$ cat src/rtl/led_pattern_gen_pkg.sv
// Shared types for the multi-channel LED pattern generator.
// Channel mode encoding and config field widths.
package led_pattern_pkg;

  localparam int CH_IDX_W = 4;
  localparam int MODE_W   = 2;

  typedef enum logic [MODE_W-1:0] {
    MODE_OFF     = 2'd0,
    MODE_ON      = 2'd1,
    MODE_PWM     = 2'd2,
    MODE_BREATHE = 2'd3
  } mode_t;

endpackage

$ cat src/rtl/led_pattern_gen_if.sv
// Config write port: valid/ready request with channel, mode,
// period and duty; cfg_err pulses on a rejected/ignored write.
interface led_pattern_gen_if #(
  parameter int CNT_W = 25
);
  import led_pattern_pkg::*;

  logic                cfg_valid;
  logic                cfg_ready;
  logic [CH_IDX_W-1:0] cfg_ch;
  logic [MODE_W-1:0]   cfg_mode;
  logic [CNT_W-1:0]    cfg_period;
  logic [CNT_W-1:0]    cfg_duty;
  logic                cfg_err;

  modport master (
    output cfg_valid, cfg_ch, cfg_mode,
    output cfg_period, cfg_duty,
    input  cfg_ready, cfg_err
  );

  modport slave (
    input  cfg_valid, cfg_ch, cfg_mode,
    input  cfg_period, cfg_duty,
    output cfg_ready, cfg_err
  );

endinterface

$ cat src/rtl/led_pattern_gen_ch.sv
// One LED channel: period/duty counter, mode, optional breathe.
// Ports: clk, rst, i_tick, i_clr, i_run, i_load, i_mode,
// i_period, i_duty, o_led. Breathe: LED_PATTERN_BREATHE_EN.
module led_pattern_ch
  import led_pattern_pkg::*;
#(
  parameter int CNT_W        = 25,
  parameter int DEF_PERIOD   = 2**24
`ifdef LED_PATTERN_BREATHE_EN
  ,
  parameter int BREATHE_STEP = 1
`endif
) (
  input  logic             clk,
  input  logic             rst,
  input  logic             i_tick,
  input  logic             i_clr,
  input  logic             i_run,
  input  logic             i_load,
  input  mode_t            i_mode,
  input  logic [CNT_W-1:0] i_period,
  input  logic [CNT_W-1:0] i_duty,
  output logic             o_led
);

  localparam logic [CNT_W-1:0] ONE = CNT_W'(1);
  localparam logic [CNT_W-1:0] DEF_P = CNT_W'(DEF_PERIOD);
  localparam logic [CNT_W-1:0] DEF_D = CNT_W'(DEF_PERIOD >> 1);

  logic [CNT_W-1:0] r_cnt;
  logic [CNT_W-1:0] r_period;
  logic [CNT_W-1:0] r_duty;
  mode_t            r_mode;
  logic             r_led;

  logic [CNT_W-1:0] w_last;
  logic             w_wrap;

  // period 0 behaves like period 1
  assign w_last = (r_period == '0) ? '0 : r_period - ONE;
  assign w_wrap = r_cnt >= w_last;

`ifdef LED_PATTERN_BREATHE_EN
  localparam logic [CNT_W:0] STEP = (CNT_W+1)'(BREATHE_STEP);

  logic             r_up;
  logic [CNT_W:0]   w_sum;
  logic [CNT_W-1:0] w_bduty;
  logic             w_bup;

  assign w_sum = {1'b0, r_duty} + STEP;

  // next breathe duty, clamped to [0, period]
  always_comb begin
    w_bduty = r_duty;
    w_bup   = r_up;
    if (r_up) begin
      if (w_sum >= {1'b0, r_period}) begin
        w_bduty = r_period;
        w_bup   = 1'b0;
      end else begin
        w_bduty = w_sum[CNT_W-1:0];
      end
    end else begin
      if ({1'b0, r_duty} <= STEP) begin
        w_bduty = '0;
        w_bup   = 1'b1;
      end else begin
        w_bduty = r_duty - STEP[CNT_W-1:0];
      end
    end
  end
`endif

  always_ff @(posedge clk) begin
    if (rst) begin
      r_cnt    <= '0;
      r_mode   <= MODE_PWM;
      r_period <= DEF_P;
      r_duty   <= DEF_D;
`ifdef LED_PATTERN_BREATHE_EN
      r_up     <= 1'b1;
`endif
    end else if (i_load) begin
      r_cnt    <= '0;
      r_mode   <= i_mode;
      r_period <= i_period;
`ifdef LED_PATTERN_BREATHE_EN
      r_up     <= 1'b1;
      r_duty   <= (i_mode == MODE_BREATHE) ? '0 : i_duty;
`else
      r_duty   <= i_duty;
`endif
    end else if (i_clr) begin
      r_cnt <= '0;
    end else if (i_tick) begin
      r_cnt <= w_wrap ? '0 : r_cnt + ONE;
`ifdef LED_PATTERN_BREATHE_EN
      if (w_wrap && r_mode == MODE_BREATHE) begin
        r_duty <= w_bduty;
        r_up   <= w_bup;
      end
`endif
    end
  end

  always_ff @(posedge clk) begin
    if (rst || !i_run) begin
      r_led <= 1'b0;
    end else begin
      unique case (r_mode)
        MODE_OFF: r_led <= 1'b0;
        MODE_ON:  r_led <= 1'b1;
        default:  r_led <= r_cnt < r_duty;
      endcase
    end
  end

  assign o_led = r_led;

endmodule

$ cat src/rtl/led_pattern_gen.sv
// Multi-channel LED pattern generator: prescaler, config decode.
// Ports: clk, rst, run, sync, cfg (slave), led[NUM_CH].
// Macro LED_PATTERN_BREATHE_EN enables mode 3 (BREATHE).
module led_pattern_gen
  import led_pattern_pkg::*;
#(
  parameter int NUM_CH       = 7,
  parameter int CNT_W        = 25,
  parameter int PRESCALE     = 1,
  parameter int DEF_PERIOD   = 2**24
`ifdef LED_PATTERN_BREATHE_EN
  ,
  parameter int BREATHE_STEP = 1
`endif
) (
  input  logic              clk,
  input  logic              rst,
  input  logic              run,
  input  logic              sync,
  led_pattern_gen_if.slave  cfg,
  output logic [NUM_CH-1:0] led
);

  localparam logic [CH_IDX_W:0] NCH = (CH_IDX_W+1)'(NUM_CH);

  logic  r_ready;
  logic  r_err;
  logic  w_tick;
  logic  w_clr;
  logic  w_acc;
  logic  w_bad_ch;
  logic  w_mode_ill;
  mode_t w_mode;

  assign w_clr    = sync || !run;
  assign w_acc    = cfg.cfg_valid && r_ready;
  assign w_bad_ch = {1'b0, cfg.cfg_ch} >= NCH;

`ifdef LED_PATTERN_BREATHE_EN
  assign w_mode_ill = 1'b0;
`else
  assign w_mode_ill = cfg.cfg_mode == MODE_BREATHE;
`endif

  // an unsupported mode parks the channel dark
  assign w_mode = w_mode_ill ? MODE_OFF : mode_t'(cfg.cfg_mode);

  generate
    if (PRESCALE == 1) begin : g_nopre
      assign w_tick = 1'b1;
    end else begin : g_pre
      localparam int PW = $clog2(PRESCALE);
      localparam logic [PW-1:0] LAST = PW'(PRESCALE - 1);
      logic [PW-1:0] r_pre;

      always_ff @(posedge clk) begin
        if (rst || w_clr) begin
          r_pre <= '0;
        end else begin
          r_pre <= (r_pre == LAST) ? '0 : r_pre + PW'(1);
        end
      end

      assign w_tick = r_pre == LAST;
    end
  endgenerate

  always_ff @(posedge clk) begin
    if (rst) begin
      r_ready <= 1'b0;
      r_err   <= 1'b0;
    end else begin
      r_ready <= 1'b1;
      r_err   <= w_acc && (w_bad_ch || w_mode_ill);
    end
  end

  assign cfg.cfg_ready = r_ready;
  assign cfg.cfg_err   = r_err;

  genvar gi;
  generate
    for (gi = 0; gi < NUM_CH; gi++) begin : g_ch
      logic w_load;
      assign w_load = w_acc && (cfg.cfg_ch == CH_IDX_W'(gi));

      led_pattern_ch #(
        .CNT_W       (CNT_W),
        .DEF_PERIOD  (DEF_PERIOD)
`ifdef LED_PATTERN_BREATHE_EN
        ,
        .BREATHE_STEP(BREATHE_STEP)
`endif
      ) u_ch (
        .clk     (clk),
        .rst     (rst),
        .i_tick  (w_tick),
        .i_clr   (w_clr),
        .i_run   (run),
        .i_load  (w_load),
        .i_mode  (w_mode),
        .i_period(cfg.cfg_period),
        .i_duty  (cfg.cfg_duty),
        .o_led   (led[gi])
      );
    end
  endgenerate

endmodule
$ cat src/flat_wrapper.sv
// flat-port wrapper written by rule: the top's interface ports become plain ports
module led_pattern_gen_flat import led_pattern_pkg::*;
#(
  parameter int NUM_CH       = 7,
  parameter int CNT_W        = 25,
  parameter int PRESCALE     = 1,
  parameter int DEF_PERIOD   = 2**24

)
  (clk, rst, run, sync, led, cfg_cfg_valid, cfg_cfg_ch, cfg_cfg_mode, cfg_cfg_period, cfg_cfg_duty, cfg_cfg_ready, cfg_cfg_err);
  led_pattern_gen_if #(.CNT_W(CNT_W)) cfg_i ();
  input  logic clk;
  input  logic rst;
  input  logic run;
  input  logic sync;
  output logic [NUM_CH-1:0] led;
  input wire logic [$bits(cfg_i.cfg_valid)-1:0] cfg_cfg_valid;
  input wire logic [$bits(cfg_i.cfg_ch)-1:0] cfg_cfg_ch;
  input wire logic [$bits(cfg_i.cfg_mode)-1:0] cfg_cfg_mode;
  input wire logic [$bits(cfg_i.cfg_period)-1:0] cfg_cfg_period;
  input wire logic [$bits(cfg_i.cfg_duty)-1:0] cfg_cfg_duty;
  output wire logic [$bits(cfg_i.cfg_ready)-1:0] cfg_cfg_ready;
  output wire logic [$bits(cfg_i.cfg_err)-1:0] cfg_cfg_err;
  assign cfg_i.cfg_valid = cfg_cfg_valid;
  assign cfg_i.cfg_ch = cfg_cfg_ch;
  assign cfg_i.cfg_mode = cfg_cfg_mode;
  assign cfg_i.cfg_period = cfg_cfg_period;
  assign cfg_i.cfg_duty = cfg_cfg_duty;
  assign cfg_cfg_ready = cfg_i.cfg_ready;
  assign cfg_cfg_err = cfg_i.cfg_err;
  led_pattern_gen #(.NUM_CH(NUM_CH), .CNT_W(CNT_W), .PRESCALE(PRESCALE), .DEF_PERIOD(DEF_PERIOD)) u_core (.clk(clk), .rst(rst), .run(run), .sync(sync), .cfg(cfg_i), .led(led));
endmodule
$ cat config.mk
export PLATFORM = sky130hd
export DESIGN_NAME = led_pattern_gen_flat
export DESIGN_NICKNAME = d
export VERILOG_FILES = /design/src/rtl/led_pattern_gen_pkg.sv /design/src/rtl/led_pattern_gen_if.sv /design/src/rtl/led_pattern_gen_ch.sv /design/src/rtl/led_pattern_gen.sv /design/src/flat_wrapper.sv
export SDC_FILE = /design/constraint.sdc
export NUM_CORES = 2
export LEC_CHECK = 0
export CORE_UTILIZATION = 43
export CTS_BUF_LIST = sky130_fd_sc_hd__clkbuf_16
export DETAILED_ROUTE_END_ITERATION = 12
export GPL_ROUTABILITY_DRIVEN = 0
export GPL_TIMING_DRIVEN = 0
export HOLD_SLACK_MARGIN = 0.06
export SETUP_SLACK_MARGIN = 0.05
export SKIP_LAST_GASP = 1
export SLEW_MARGIN = 40
export SYNTH_ARGS = -nofsm -noshare
export SYNTH_HDL_FRONTEND = slang
export SYNTH_SLANG_ARGS = --single-unit
$ cat constraint.sdc
create_clock -name clk -period 10.5 [get_ports clk]
set_input_delay 2.1 -clock clk [delete_from_list [all_inputs] [get_ports clk]]
set_output_delay 2.1 -clock clk [all_outputs]
set_load 0.02 [all_outputs]
[After elaboration in Yosys (flattened, before gate mapping)]
Cells that the tools add are included.
Word-level totals
  word-level logic and storage cells: 131
  register bits after elaboration: 548
  input bits: 61
Operators by class
  equality and inequality tests: 14
  multiplexer cells: 16
  magnitude comparators: 15
  reduce and logical (&&, ||, !) cells: 35
  add/sub/neg operators: 14
Operators by type and width (count)
  $add 25x1->25 const B: 7
  $ge 25x25->1: 7
  $logic_not 25->1: 7
  $lt 25x25->1: 7
  $mux 25: 7
  $sub 25x1->25 const B: 7
  $reduce_or 4->1: 7
  $eq 2x1->1 const B: 7
  $logic_not 2->1: 7
  $pmux 1 s2: 7
  $eq 4x3->1 const B: 3
  $logic_and 1x1->1: 9
  $eq 4x2->1 const B: 2
  $eq 4x1->1 const B: 1
  $ge 4x3->1 const B: 1
  $logic_not 4->1: 1
  $logic_or 1x1->1: 3
  $eq 2x2->1 const B: 1
  $mux 2: 1
  $logic_not 1->1: 1
  $mux 1: 1

[Longest topological paths before layout]
  depth in word-level cells: 4
  depth in mapped cells: 18
  depth with buffers taken out: 15

[Cells and area by module]
Synthesis repeated with hierarchy kept, for this count alone.
Second synthesis, totals
  cell total of the unflattened synthesis: 3804
  area total of the unflattened synthesis: 32745.2 um^2
By module, submodules not included
  led_pattern_ch (u_core.g_ch[1].u_ch ...): instances 5, cells each 540, area each 4650.7 um^2
  led_pattern_ch (u_core.g_ch[0].u_ch): instances 1, cells each 544, area each 4659.5 um^2
  led_pattern_ch (u_core.g_ch[2].u_ch): instances 1, cells each 537, area each 4653.2 um^2
  led_pattern_gen: instances 1, cells each 23, area each 178.9 um^2

[Worst setup path after synthesis]
Ideal clock, no wire load.
  kind: reg2reg
  start point: register u_core.g_ch[3].u_ch.r_period[0]
  end point: register u_core.g_ch[3].u_ch.r_cnt[10]
  data required time: 10435 ps
  library setup time: 65 ps
  data arrival time: 3959 ps
  path buffers: 3
  stages on the path, launching flop included: 19
  path slack: 6476 ps
  cell sequence: dfxtp_1 inv_1 ha_1 or4b_1 nand3b_4 nor4_1 nand2b_1 or3_1 buf_2 buf_6 nand2_1 ha_1 and3_1 o311a_1 a211oi_1 o31ai_1 a211o_1 clkbuf_1 nor2_1
Between the ends
  word-level cells in the longest chain between the ends: 4
RTL lines
  start: declaration: RTL line led_pattern_gen_ch.sv:31  | logic [CNT_W-1:0] r_period;
  start signal: assignment: RTL line led_pattern_gen_ch.sv:87  | r_period <= i_period;
  $sub 25x1->25 / $logic_not 25->1 (equally long branches): RTL line led_pattern_gen_ch.sv:40  | assign w_last = (r_period == '0) ? '0 : r_period - ONE;
  $mux 25 (*): RTL line led_pattern_gen_ch.sv:40
  $ge 25x25->1 (*): RTL line led_pattern_gen_ch.sv:41  | assign w_wrap = r_cnt >= w_last;
  $reduce_or 4->1 (no source line) (*)
  end signal: assignment: RTL line led_pattern_gen_ch.sv:97  | r_cnt <= w_wrap ? '0 : r_cnt + ONE;
  end: declaration: RTL line led_pattern_gen_ch.sv:30  | logic [CNT_W-1:0] r_cnt;
Every way passes the cells marked *; elsewhere a longest branch is shown, timed or not.
A chain may end at the register's enable or synchronous reset.

[Worst setup path in the final report]
  start point: register u_core.g_ch[3].u_ch.r_period[0]
  end point: register u_core.g_ch[3].u_ch.r_cnt[22]
The elaborated chain is that of the path after synthesis.

==> qor.yml <==
yosysSeqAreaShare_pct: 34.8
hold_viol_final: 0
antenna_found_initial: 14
syn_area_um2: 31500
max_slew_margin_pct: 37.7
drtIter0Drc: 2150
drc: 0
rsz0062_at_grt: "no"
antenna_left: 0
clock_latency_ns: 0.64
synth_compound_area_share_pct: 11.9
routed_via_density: 5.36
synthMuxAreaShare_pct: 0.127
worst_pin_slew_ns: 0.932
ctsHoldBuffers: 0
synthArstFlopShare_pct: 0
synthToLayoutAreaGrowth_pct: 12.2
fmax_ghz: 0.206
die_area_um2: 74400
startpoint_type: "register"
synth.avg_cell_area_um2: 7.69
syn_inst: 4100
wl_met3_um: 8520
r2r-start: "u_core.g_ch[3].u_ch.r_period[0]"
fp.dieW_um: 273
clk_pin_slew_ns: 0.06
grtUsageTotal_pct: 26.4
hpwl_um: 70900
vias: 28069
synthSimpleGateAreaFrac_pct: 26.4
die_h_um: 273
cts_tree: "built"
worstSetupEndpointType: "register"
critical_path_arrival_ns: 5.42
wl_met2_um: 41400
synth_fa_ha_area_share_pct: 14.2
critPathLaunch: "u_core.g_ch[3].u_ch.r_period[0]"
critPathMaxFanout: 10
netlist.top_cell.by_area: "dfxtp_1"
p_leak_nw: 14.5
finalSetupTns_ns: 0
coreArea_um2: 72000
dr.max_layer_used: "met5"
finalSetupViolations: 0
io_pins: 70
synth_top_family_by_area: "simple AND/OR/NAND/NOR gates"
slew_viol_final: 0
status: "finished clean"
worstHoldStart: "u_core.g_ch[3].u_ch.r_duty[7]"
grt_max_degree: 15
synth_edf_count: 0
grt_pass1_vias: 25919
dp_cells: 5118
avgRoutedWirePerCell_um: 18.9
clock-sinks: 548
cts-root-buf: "clkbuf_16"
h-tree-depth: 2
yosysWarnings: 0
synth_fp_nets: 4518
drive_gt1_share_pct: 4.00
period_minus_slack_ns: 4.85
final_cells: 5232
postCtsSetupRepairBufs: 0
cp.required_ns: 11.07
portBuffers: 68
ys_ff_latch: 548
ys.flop_type: "dfxtp_1"
synth-xor-area-share_pct: 7.92
rows: 98
clock_path_buffers: 3
stdcell_area_um2: 35400
synthTopCellsByArea: "dfxtp_1, ha_1, nand2_1"
grt_first_pass_wirelength_um: 150000
period_share_pct: 46.2
hp-class: "reg2reg"
ir_drop_uv: 160
synth_top_area_share_pct: 34.8
maxCapViolations: 0
gr-total-overflow: 0
power_density_nw_per_um2: 136
start_util_pct: 43.8
path_class: "reg2reg"
cts_made_buffers: 61
nets: 4649
placed_cell_area_um2: 33200
cts_resized: 0
drt_first_pass_iters: 6
synth.distinct_cells: 73
skew_ns: 0.0217
routed_wl_um: 98700
m1WireLength_um: 45100
## critical path, cell delays in order (launching register included)
cell      delay, ns
dfxtp_1        0.35
inv_1          0.08
ha_1           0.19
or4b_1         0.54
nand3b_4       0.24
nor4_1         0.42
nand2b_1       0.14
or3_1          0.34
buf_2          0.18
buf_6          0.15
nand2_1        0.06
ha_1           0.23
and3_1         0.17
o311a_1        0.33
a211oi_1       0.31
o31ai_1        0.11
a211o_1        0.42
clkbuf_1       0.32
nor2_1         0.18
## sequential cells by signal, summed over array words and instances (netlist names)
name and cells:
u_core.g_ch.u_ch.o_led 7, u_core.cfg.cfg_ready 1, u_core.g_ch.u_ch.r_mode 14, u_core.g_ch.u_ch.r_duty 175, u_core.g_ch.u_ch.r_cnt 175, u_core.cfg.cfg_err 1
u_core.g_ch.u_ch.r_period 175
## report_power, final
| part | switching, mW | internal, mW |
|---|---|---|
| clock | 0.914 | 1.39 |
| combinational | 0.270 | 0.124 |
| sequential | 0.0125 | 2.09 |
| total | 1.20 | 3.61 |
## logic make-up after synthesis
logic type | Yosys count
AND/OR/NAND/NOR | 1861
multiplexers | 4
AO/OA/AOI/OAI | 670
flip-flops | 548
XOR/XNOR | 285
buffers and inverters | 375
adder cells (fa/ha/maj) | 357
## metal layers
metal | up-vias | global-route usage, %
li1 | 14201 | -
met1 | 12957 | 36.7
met2 | 762 | 40.2
met3 | 143 | 5.13
met4 | 6 | 9.70
met5 | - | 0
## path summary, 6_finish.rpt
check,end,slack [ns],cells after the start
setup / recovery,u_core.g_ch[3].u_ch.r_cnt[22],5.65,18
hold / removal,u_core.g_ch[3].u_ch.r_duty[7],0.45,2
setup reg to reg,u_core.g_ch[3].u_ch.r_cnt[22],5.65,18
hold reg to reg,u_core.g_ch[3].u_ch.r_duty[7],0.45,2
## per-stage QoR
step / power (mW) / utilization (%) / hold WS (ns) / setup WS [ns]
final: 4.81 / 49.2 / 0.453 / 5.65
after global routing: 4.97 / 49.1 / 0.466 / 5.30
after CTS: 4.84 / 49.1 / 0.454 / 5.68
after detailed placement: 2.54 / 46.2 / 0.446 / 5.29
after global placement: 2.54 / 46.4 / 0.441 / 5.11
after floorplan: 2.37 / - / 0.432 / 6.48
## cell type report
class / count / area, µm²
repair buffers: 68 / 500
flip-flops and latches: 548 / 11000
plain buffers: 163 / 674
clock inverters: 50 / 597
inverters: 212 / 796
diodes: 3 / 7.51
multi-input cells: 3177 / 19100
clock buffers: 61 / 1530
fillers: 7176 / 36600
well taps: 950 / 1190
## synthesized netlist by cell type (7+ instances only)
cell type  instances
dfxtp_1          548
clkbuf_1         148
a21o_1            27
nor2b_1           17
a221oi_1          10
buf_4              7
xnor2_1           99
o21ai_0           66
nand3b_1          11
and3_1            31
and2_1            17
or4_1             12
nor3_1            62
nor2_1           305
ha_1             357
nor4_1            49
nor3b_1           12
nand2b_1          27
inv_1            212
a211oi_1          17
xor2_1           186
and4_1            37
or3_1             15
a21oi_1          466
nand2_1         1043
nand4_1           82
a31oi_1            9
nand3_1          112
o211ai_1          21
## layout by cell type (no fill, tap or decap), types with 46 or more instances in the layout
cell type and instances:
nand2_1 1043, dfxtp_1 548, a21oi_1 466, ha_1 357
nor2_1 305, inv_1 221, xor2_1 186, clkbuf_1 146
nand3_1 112, xnor2_1 99, nand4_1 82, o21ai_0 66
clkbuf_16 61, nor3_1 60, nor4_1 46
No activity file was read; power rests on OpenSTA's default activity.
